File: src/rtl/intra_pred_scheduler_if.sv
// intra_pred_scheduler_if
//
// Purpose: bundles the control and status signals of the angular
// intra-prediction scheduler. Clock and reset are not part of the bundle.
//
// Signals:
//   start, abort, ref_ack, ready_in  - driven by the controlling side (master)
//   ref_req, busy                    - block-level status from the scheduler
//   en1, en2                         - stage-1 / stage-2 pipeline enables
//   row_valid, out_mode, out_row     - stage-2 output row valid and its tag
//   mode_done, all_done              - completion pulses
//
// Modports:
//   master - controller / environment side
//   slave  - the scheduler itself
interface intra_pred_scheduler_if #(
    parameter int BLK_LOG2 = 3
);
    logic                start;
    logic                abort;
    logic                ref_ack;
    logic                ready_in;
    logic                ref_req;
    logic                busy;
    logic                en1;
    logic                en2;
    logic                row_valid;
    logic [5:0]          out_mode;
    logic [BLK_LOG2-1:0] out_row;
    logic                mode_done;
    logic                all_done;

    modport master (
        output start, abort, ref_ack, ready_in,
        input  ref_req, busy, en1, en2, row_valid, out_mode, out_row,
               mode_done, all_done
    );

    modport slave (
        input  start, abort, ref_ack, ready_in,
        output ref_req, busy, en1, en2, row_valid, out_mode, out_row,
               mode_done, all_done
    );
endinterface

File: src/rtl/intra_pred_scheduler.sv
// intra_pred_scheduler
//
// Purpose: sequences one prediction block through every angular mode, row by
// row. After a single reference-sample load it issues one (mode,row) pair per
// cycle into a two-stage prediction pipeline (en1 = index/weight stage,
// en2 = interpolation stage). A mode/row tag follows each row so the cost
// unit can attribute the stage-2 output. ready_in low freezes everything.
//
// Ports:
//   clk, rst_n   - clock, asynchronous active-low reset
//   bus (slave)  - start/abort/ref_ack/ready_in in; ref_req, busy, en1, en2,
//                  row_valid, out_mode, out_row, mode_done, all_done out
//
// Parameters:
//   BLK_LOG2    - log2 of block size N (N rows per mode)
//   MODE_FIRST  - first angular mode issued
//   MODE_LAST   - last angular mode issued
//
// Build option:
//   INTRA_SCHED_PLANAR_DC_EN - when defined, modes 0 (planar) and 1 (DC)
//   are issued before MODE_FIRST..MODE_LAST.
module intra_pred_scheduler #(
    parameter int BLK_LOG2   = 3,
    parameter int MODE_FIRST = 2,
    parameter int MODE_LAST  = 34
) (
    input logic                   clk,
    input logic                   rst_n,
    intra_pred_scheduler_if.slave bus
);

    localparam logic [BLK_LOG2-1:0] ROW_LAST     = '1;
    localparam logic [5:0]          MODE_FIRST_L = 6'(MODE_FIRST);
    localparam logic [5:0]          MODE_LAST_L  = 6'(MODE_LAST);
`ifdef INTRA_SCHED_PLANAR_DC_EN
    localparam logic [5:0]          MODE_START   = 6'd0;
`else
    localparam logic [5:0]          MODE_START   = MODE_FIRST_L;
`endif

    typedef enum logic [1:0] {IDLE, LOAD, RUN, FLUSH} state_t;

    state_t              state;
    logic [5:0]          mode_cnt;
    logic [BLK_LOG2-1:0] row_cnt;
    logic                s1, s2;
    logic [5:0]          s1_mode, s2_mode;
    logic [BLK_LOG2-1:0] s1_row, s2_row;
    logic                ref_req_q, busy_q, mode_done_q, all_done_q;

    logic                adv, issue, xfer, last_issue, last_xfer, pipe_on;
    logic [5:0]          mode_next;

    // abort outranks ready_in, so an aborting cycle neither advances nor
    // counts as a transfer; done pulses are therefore suppressed as well.
    always_comb begin
        pipe_on    = (state == RUN) || (state == FLUSH);
        adv        = bus.ready_in & ~bus.abort;
        issue      = (state == RUN) & adv;
        xfer       = s2 & bus.ready_in & ~bus.abort;
        last_issue = issue && (mode_cnt == MODE_LAST_L) && (row_cnt == ROW_LAST);
        last_xfer  = (state == FLUSH) && xfer &&
                     (s2_mode == MODE_LAST_L) && (s2_row == ROW_LAST);
        mode_next  = mode_cnt + 6'd1;
`ifdef INTRA_SCHED_PLANAR_DC_EN
        // DC (mode 1) is followed directly by the first angular mode
        if (mode_cnt == 6'd1)
            mode_next = MODE_FIRST_L;
`endif
    end

    assign bus.en1       = issue;
    assign bus.en2       = pipe_on & adv & s1;
    assign bus.row_valid = s2;
    assign bus.out_mode  = s2_mode;
    assign bus.out_row   = s2_row;
    assign bus.ref_req   = ref_req_q;
    assign bus.busy      = busy_q;
    assign bus.mode_done = mode_done_q;
    assign bus.all_done  = all_done_q;

    // Control FSM, row/mode counters and the two-stage valid/tag pipeline.
    // Done pulses are registered and appear the cycle after the transfer.
    always_ff @(posedge clk or negedge rst_n) begin
        if (!rst_n) begin
            state       <= IDLE;
            mode_cnt    <= '0;
            row_cnt     <= '0;
            s1          <= 1'b0;
            s2          <= 1'b0;
            s1_mode     <= '0;
            s2_mode     <= '0;
            s1_row      <= '0;
            s2_row      <= '0;
            ref_req_q   <= 1'b0;
            busy_q      <= 1'b0;
            mode_done_q <= 1'b0;
            all_done_q  <= 1'b0;
        end else begin
            mode_done_q <= 1'b0;
            all_done_q  <= 1'b0;
            if (busy_q && bus.abort) begin
                state     <= IDLE;
                busy_q    <= 1'b0;
                ref_req_q <= 1'b0;
                s1        <= 1'b0;
                s2        <= 1'b0;
                s1_mode   <= '0;
                s2_mode   <= '0;
                s1_row    <= '0;
                s2_row    <= '0;
            end else begin
                if (xfer && (s2_row == ROW_LAST))
                    mode_done_q <= 1'b1;
                if (pipe_on && adv) begin
                    s1      <= issue;
                    s1_mode <= mode_cnt;
                    s1_row  <= row_cnt;
                    s2      <= s1;
                    s2_mode <= s1_mode;
                    s2_row  <= s1_row;
                end
                case (state)
                    IDLE: begin
                        if (bus.start) begin
                            state     <= LOAD;
                            busy_q    <= 1'b1;
                            ref_req_q <= 1'b1;
                            mode_cnt  <= MODE_START;
                            row_cnt   <= '0;
                        end
                    end
                    LOAD: begin
                        if (bus.ref_ack) begin
                            state     <= RUN;
                            ref_req_q <= 1'b0;
                        end
                    end
                    RUN: begin
                        if (last_issue) begin
                            state <= FLUSH;
                        end else if (issue) begin
                            row_cnt <= row_cnt + 1'b1;
                            if (row_cnt == ROW_LAST)
                                mode_cnt <= mode_next;
                        end
                    end
                    FLUSH: begin
                        if (last_xfer) begin
                            state      <= IDLE;
                            busy_q     <= 1'b0;
                            all_done_q <= 1'b1;
                        end
                    end
                    default: state <= IDLE;
                endcase
            end
        end
    end

endmodule

File: src/flat_wrapper.sv
// flat-port wrapper written by rule: the top's interface ports become plain ports
module intra_pred_scheduler_flat 
#(
    parameter int BLK_LOG2   = 3,
    parameter int MODE_FIRST = 2,
    parameter int MODE_LAST  = 34
)
  (clk, rst_n, bus_start, bus_abort, bus_ref_ack, bus_ready_in, bus_ref_req, bus_busy, bus_en1, bus_en2, bus_row_valid, bus_out_mode, bus_out_row, bus_mode_done, bus_all_done);
  intra_pred_scheduler_if #(.BLK_LOG2(BLK_LOG2)) bus_i ();
  input logic clk;
  input logic rst_n;
  input wire logic [$bits(bus_i.start)-1:0] bus_start;
  input wire logic [$bits(bus_i.abort)-1:0] bus_abort;
  input wire logic [$bits(bus_i.ref_ack)-1:0] bus_ref_ack;
  input wire logic [$bits(bus_i.ready_in)-1:0] bus_ready_in;
  output wire logic [$bits(bus_i.ref_req)-1:0] bus_ref_req;
  output wire logic [$bits(bus_i.busy)-1:0] bus_busy;
  output wire logic [$bits(bus_i.en1)-1:0] bus_en1;
  output wire logic [$bits(bus_i.en2)-1:0] bus_en2;
  output wire logic [$bits(bus_i.row_valid)-1:0] bus_row_valid;
  output wire logic [$bits(bus_i.out_mode)-1:0] bus_out_mode;
  output wire logic [$bits(bus_i.out_row)-1:0] bus_out_row;
  output wire logic [$bits(bus_i.mode_done)-1:0] bus_mode_done;
  output wire logic [$bits(bus_i.all_done)-1:0] bus_all_done;
  assign bus_i.start = bus_start;
  assign bus_i.abort = bus_abort;
  assign bus_i.ref_ack = bus_ref_ack;
  assign bus_i.ready_in = bus_ready_in;
  assign bus_ref_req = bus_i.ref_req;
  assign bus_busy = bus_i.busy;
  assign bus_en1 = bus_i.en1;
  assign bus_en2 = bus_i.en2;
  assign bus_row_valid = bus_i.row_valid;
  assign bus_out_mode = bus_i.out_mode;
  assign bus_out_row = bus_i.out_row;
  assign bus_mode_done = bus_i.mode_done;
  assign bus_all_done = bus_i.all_done;
  intra_pred_scheduler #(.BLK_LOG2(BLK_LOG2), .MODE_FIRST(MODE_FIRST), .MODE_LAST(MODE_LAST)) u_core (.clk(clk), .rst_n(rst_n), .bus(bus_i));
endmodule
File: config.mk
export PLATFORM = sky130hd
export DESIGN_NAME = intra_pred_scheduler_flat
export DESIGN_NICKNAME = d
export VERILOG_FILES = /design/src/rtl/intra_pred_scheduler_if.sv /design/src/rtl/intra_pred_scheduler.sv /design/src/flat_wrapper.sv
export SDC_FILE = /design/constraint.sdc
export NUM_CORES = 1
export LEC_CHECK = 0
export CORE_UTILIZATION = 40
export DETAILED_ROUTE_END_ITERATION = 12
export PLACE_DENSITY = 0.73
export REMOVE_ABC_BUFFERS = 1
export SLEW_MARGIN = 20
export SYNTH_ARGS = -nofsm -noshare
export SYNTH_HDL_FRONTEND = slang
export SYNTH_SLANG_ARGS = --single-unit
File: constraint.sdc
create_clock -name clk -period 1.9 [get_ports clk]
set_input_delay 0.285 -clock clk [delete_from_list [all_inputs] [get_ports clk]]
set_output_delay 0.285 -clock clk [all_outputs]
set_load 0.01 [all_outputs]
Word level (Yosys, flattened, before mapping)
Cells that the tools add are included.
{"block": "word_totals", "out_inout_bits": 16, "ramBits": 0, "register_bits": 35, "rom_bits": 0, "memories": 0, "input_bits": 6, "latchBits": 0}
{"block": "classes", "mul": 0, "addsub": 2, "div_mod_pow": 0, "n_reduce_logical": 19, "n_shift": 0, "mux": 39, "n_eq_ne": 15, "magnitude_cmp": 0, "bitwise_logic": 8}
{"op": "two-way mux 6 bit", "n": 8}
{"op": "two-way mux 3 bit", "n": 7}
{"op": "two-way mux 1 bit", "n": 14}
{"op": "== test 6 bit (second input constant)", "n": 2}
{"op": "!= test 3 x 2 -> 1 bit (second input constant)", "n": 4}
{"op": "case mux 6 bit (2 select lines)", "n": 1}
{"op": "two-way mux 2 bit", "n": 5}
{"op": "logical AND 1 bit", "n": 8}
{"op": "!= test 2 bit (second input constant)", "n": 4}
{"op": "case mux 2 bit (4 select lines)", "n": 1}
{"op": "adder 6 x 1 -> 6 bit (second input constant)", "n": 1}
{"op": "AND 1 bit", "n": 6}
{"op": "== test 3 bit (second input constant)", "n": 2}
{"op": "case mux 3 bit (2 select lines)", "n": 1}
{"op": "AND reduction 3 bit", "n": 2}
{"op": "AND reduction 6 bit", "n": 1}
{"op": "nonzero test 3 bit", "n": 2}
{"op": "AND reduction 5 bit", "n": 1}
{"op": "== test 2 bit (second input constant)", "n": 2}
{"op": "case mux 1 bit (2 select lines)", "n": 2}
{"op": "AND reduction 4 bit", "n": 1}
{"op": "nonzero test 2 bit", "n": 2}
{"op": "adder 3 x 1 -> 3 bit (second input constant)", "n": 1}
{"op": "== test 2 x 1 -> 1 bit (second input constant)", "n": 1}
{"op": "3 further kinds", "n": 4}

Logic depth before layout (Yosys ltp)
{"block": "depth", "word_depth": 8, "mapped_depth": 9, "depth_no_buf": 6}

Worst setup path before layout
OpenSTA, ideal clock, no wires.
{"block": "synth_timing", "path_type": "register to register", "start": "register u_core.state[0]", "end": "register u_core.row_cnt[0]", "period_less_slack_ps": 1863, "arrival_time_ps": 1738, "path_buffers": 2, "stages_incl_launch_ff": 9, "setup_slack_ps": 37, "path_cell_list": "dfrtp_1 inv_1 ha_1 buf_4 mux2i_1 or2_1 buf_2 a21oi_2 mux2_4"}
{"block": "synth_via", "elab_chain_len": 6, "word_cells_on_any_way": 11, "cone_classes": "eq/ne (4); mux (1); bitwise (1); reduce/logical (5)"}
{"element": "start: declaration", "line": "intra_pred_scheduler.sv:43", "source": "state_t state;"}
{"element": "start signal: assignment", "line": "intra_pred_scheduler.sv:86", "source": "state <= IDLE;"}
{"element": "start signal: assignment", "line": "intra_pred_scheduler.sv:103", "source": "state <= IDLE;"}
{"element": "start signal: assignment", "line": "intra_pred_scheduler.sv:126", "source": "state <= LOAD;"}
{"element": "== test 2 bit", "line": "intra_pred_scheduler.sv:59, intra_pred_scheduler.sv:123"}
{"element": "AND 1 bit", "line": "intra_pred_scheduler.sv:59", "source": "issue = (state == RUN) & adv;"}
{"element": "logical AND 1 bit (2 in series)", "line": "intra_pred_scheduler.sv:61", "source": "last_issue = issue && (mode_cnt == MODE_LAST_L) && (row_cnt == ROW_LAST);"}
{"element": "!= test 2 bit (no line)"}
{"element": "AND reduction 5 bit (no line)"}
{"element": "end signal: assignment", "line": "intra_pred_scheduler.sv:143", "source": "row_cnt <= row_cnt + 1'b1;"}
{"element": "end: declaration", "line": "intra_pred_scheduler.sv:45", "source": "logic [BLK_LOG2-1:0] row_cnt;"}
Parallel ways exist; a longest one is shown, timed or not.
A chain may end at the register's enable or synchronous reset.

Worst setup path after layout
{"block": "layout_timing", "start": "register u_core.state[0]", "end": "output port bus_en1"}
{"block": "layout_via", "elab_chain_len": 2}
{"element": "== test 2 bit", "line": "intra_pred_scheduler.sv:59"}
{"element": "AND 1 bit", "line": "intra_pred_scheduler.sv:59"}
{"element": "end: declaration", "line": "flat_wrapper.sv:18", "source": "output wire logic [$bits(bus_i.en1)-1:0] bus_en1;"}
No other way between the ends.

==> flow_summary.yaml <==
run_status:
  status: "finished clean"
worst_setup_path:
  cp.required_ns: 1.62
  reg2reg_to: "u_core.mode_cnt[4]"
  cp_num_buf_inv: 3
  setup.worst_path.end: "bus_en1"
  rr_worst_depth: 7
  end_kind: "output pin"
  start_kind: "flip-flop"
  crit_slowest_cell: "dfrtp_1"
  criticalPathCategory: "reg -> out"
  setup.worst_path.start: "u_core.state[0]"
  path_cells: "inv_2 -> ha_4 -> buf_4 -> and2_1 -> dlygate4sd2_1"
  cp_top_family: "buffers and inverters"
  r2r-start: "u_core.state[1]"
  cp.arrival_ns: 1.54
  critPathMaxFanout: 4
  regToRegSetupSlack_ns: 0.11
  cpPeakStageDelay_ns: 0.42
  critical_path_depth: 5
die:
  die-width_um: 69.3
  dieArea_um2: 4800
  ios: 22
  num_rows: 24
  die_h_um: 69.3
  start_util_pct: 41.6
  core_area_um2: 4350
place:
  preCtsSetupSlack_ns: -0.153
  dp.final_hpwl_mm: 2.56
  gp_congestion: 0.842
  port_buffers: 21
global_route:
  grt_pass1_vias: 1341
  antenna_found_initial: 0
  grt_pass1_wl_mm: 6.24
  grt.total_usage_pct: 16.3
  grt_max_degree: 38
  grt.overflow.total: 0
timing:
  whs_ns: 0.395
  maxSlewHeadroom_pct: 71.7
  period_needed_ns: 1.83
  setup_viol: 0
  hold_viol: 0
  skew_ns: 0.00578
  slew_viol_final: 0
  worst_slew_pin_slew_ns: 0.425
  period_share_pct: 96.2
  fin_ws_ns: 0.0716
  max_freq_mhz: 547
clock_network:
  cts-root-buf: "clkbuf_8"
  cts_tree: "done"
  cts_sinks: 35
  clk_pin_slew_worst_paths_ns: 0.07
  clk_latency_ns: 0.28
  clk_path_buf_depth: 2
  cts_inserted_buffers: 5
  htree_levels: 2
  cts_hold_buf: 0
detailed_routing:
  finalWirelength_mm: 3.51
  drt_iter0_drc: 83
  num_vias: 1420
  wl_per_cell_um: 12.5
  drc_errors: 0
  avgViaCountPerCell: 5.04
  firstDrtPassIters: 4
  drtAntennaViolNets: 0
final_layout:
  drive_above_1_share_pct: 20.0
  final_common_cell: "nand2_1"
  nets: 244
  most-common-layout-cells: "nand2_1, dfrtp_1, buf_4"
  diodes: 0
  fin_util_pct: 53.4
  fillers: 396
  area_delta_synth_final_pct: 28.4
synth:
  synth-seq-cells: 35
  ys_async_sr_fraction_pct: 100
  synth_top_area_share_pct: 48.4
  syn_avg_cell_area_um2: 9.62
  synth_largest_area_cell: "dfrtp_1"
  yosys_warnings: 0
  ys.flop_type: "dfrtp_1"
  synth-edff-count: 0
  synth_area_um2: 1810
  netlist_instances: 188
  yosysUniqueCellTypes: 43
  synthTopCellsByArea: "dfrtp_1, nand2_1, ha_1"
  seq_area_frac_synth_pct: 48.4
pwr:
  vdd.ir_drop.worst_uv: 290
  powerDensity_nw_per_um2: 1010
  leakagePower_nw: 1.05
hold_path:
  hp-class: "in -> async"
job:
  drv_cap: 0
## flip-flops by register name, indices dropped and copies added (netlist names)
name,flops
u_core.bus.all_done,1
u_core.bus.busy,1
u_core.bus.mode_done,1
u_core.bus.out_mode,6
u_core.bus.out_row,3
u_core.bus.ref_req,1
u_core.bus.row_valid,1
u_core.mode_cnt,6
u_core.row_cnt,3
u_core.s1,1
u_core.s1_mode,6
u_core.s1_row,3
u_core.state,2
## layer usage
layer	up-vias	GRT usage (%)	wire length [um]
met3	6	3.20	108
met5	-	0	0
met2	29	23.7	1570
met4	0	7.48	78
met1	661	23.3	1750
li1	724	-	-
## report_power, final
group | switching (W) | internal (W) | total [W] | leakage (nW)
Combinational | 0.000452 | 0.000448 | 0.000900 | 0.535
Sequential | 0.0000895 | 0.000841 | 0.000931 | 0.474
Clock | 0.000249 | 0.000257 | 0.000505 | 0.0422
## kinds of logic (layout without fill, tap and decap cells)
| family | count (synthesis) | count (layout) | synth area share [%] |
|---|---|---|---|
| adders and majority gates | 9 | 9 | 6.22 |
| muxes | 8 | 8 | 4.84 |
| and+or+nand+nor | 77 | 77 | 20.4 |
| AOI/OAI and AO/OA | 43 | 43 | 16.4 |
| DFF | 35 | 35 | 48.4 |
| buffers and inverters | 16 | 58 | 3.73 |
## what timing repair did
action	CTS	global route
gates resized for setup	5	8
buffers inserted	0	1
setup endpoints to repair	2	5
cloned	0	0
## worst min path at each step
stage / from / endpoint / slack [ns] / depth (start not counted)
2_1_floorplan: rst_n / u_core.bus.all_done / -0.01 / 0
3_3_place_gp: u_core.s1 / u_core.s1 / 0.45 / 1
3_5_place_dp: u_core.s1 / u_core.s1 / 0.46 / 1
4_1_cts: rst_n / u_core.state[1] / 0.42 / 2
5_1_grt: rst_n / u_core.state[1] / 0.45 / 2
6_report: rst_n / u_core.state[1] / 0.40 / 2
## Yosys cell counts (2+ instances only)
library cell / count
a21o_1: 2
o22ai_1: 2
nand2b_1: 4
a21oi_1: 4
mux2i_1: 5
nand3_1: 3
buf_2: 3
inv_1: 7
dfrtp_1: 35
clkbuf_1: 5
o211ai_2: 2
nand2_1: 47
and2_1: 3
a22o_1: 2
mux2_1: 2
ha_1: 9
nor2b_1: 2
nor2_1: 7
nor3_1: 2
o21ai_1: 19
## stage by stage
| step | std cells | total power [W] | instance area, um2 | setup TNS (ns) |
|---|---|---|---|---|
| after global placement | 273 | 0.00175 | 2200 | -0.291 |
| after detailed placement | 273 | 0.00177 | 2200 | -0.366 |
| after CTS | 281 | 0.00229 | 2290 | 0 |
| after floorplan | 179 | 0.00141 | 1770 | -14.67 |
| after global routing | 282 | 0.00249 | 2320 | -0.00803 |
| final | 282 | 0.00234 | 2320 | 0 |
## worst reg2reg max path, stage by stage, from the launching register on
cell and delay (ns):
dfrtp_2 0.44, inv_1 0.11, ha_2 0.21, mux2i_2 0.25, buf_4 0.16, nor3_1 0.04, mux2_1 0.28, a22o_1 0.18
## final cells by class
class | instances | area, um2 | share of cell area [%]
Tap cell | 52 | 65.1 | 2.80
Multi-Input combinational cell | 137 | 900 | 38.7
Sequential cell | 35 | 877 | 37.7
Inverter | 7 | 26.3 | 1.13
Clock inverter | 1 | 5.00 | 0.215
Clock buffer | 7 | 76.3 | 3.28
Timing Repair Buffer | 43 | 374 | 16.1
Power figures use the tool's default switching activity.
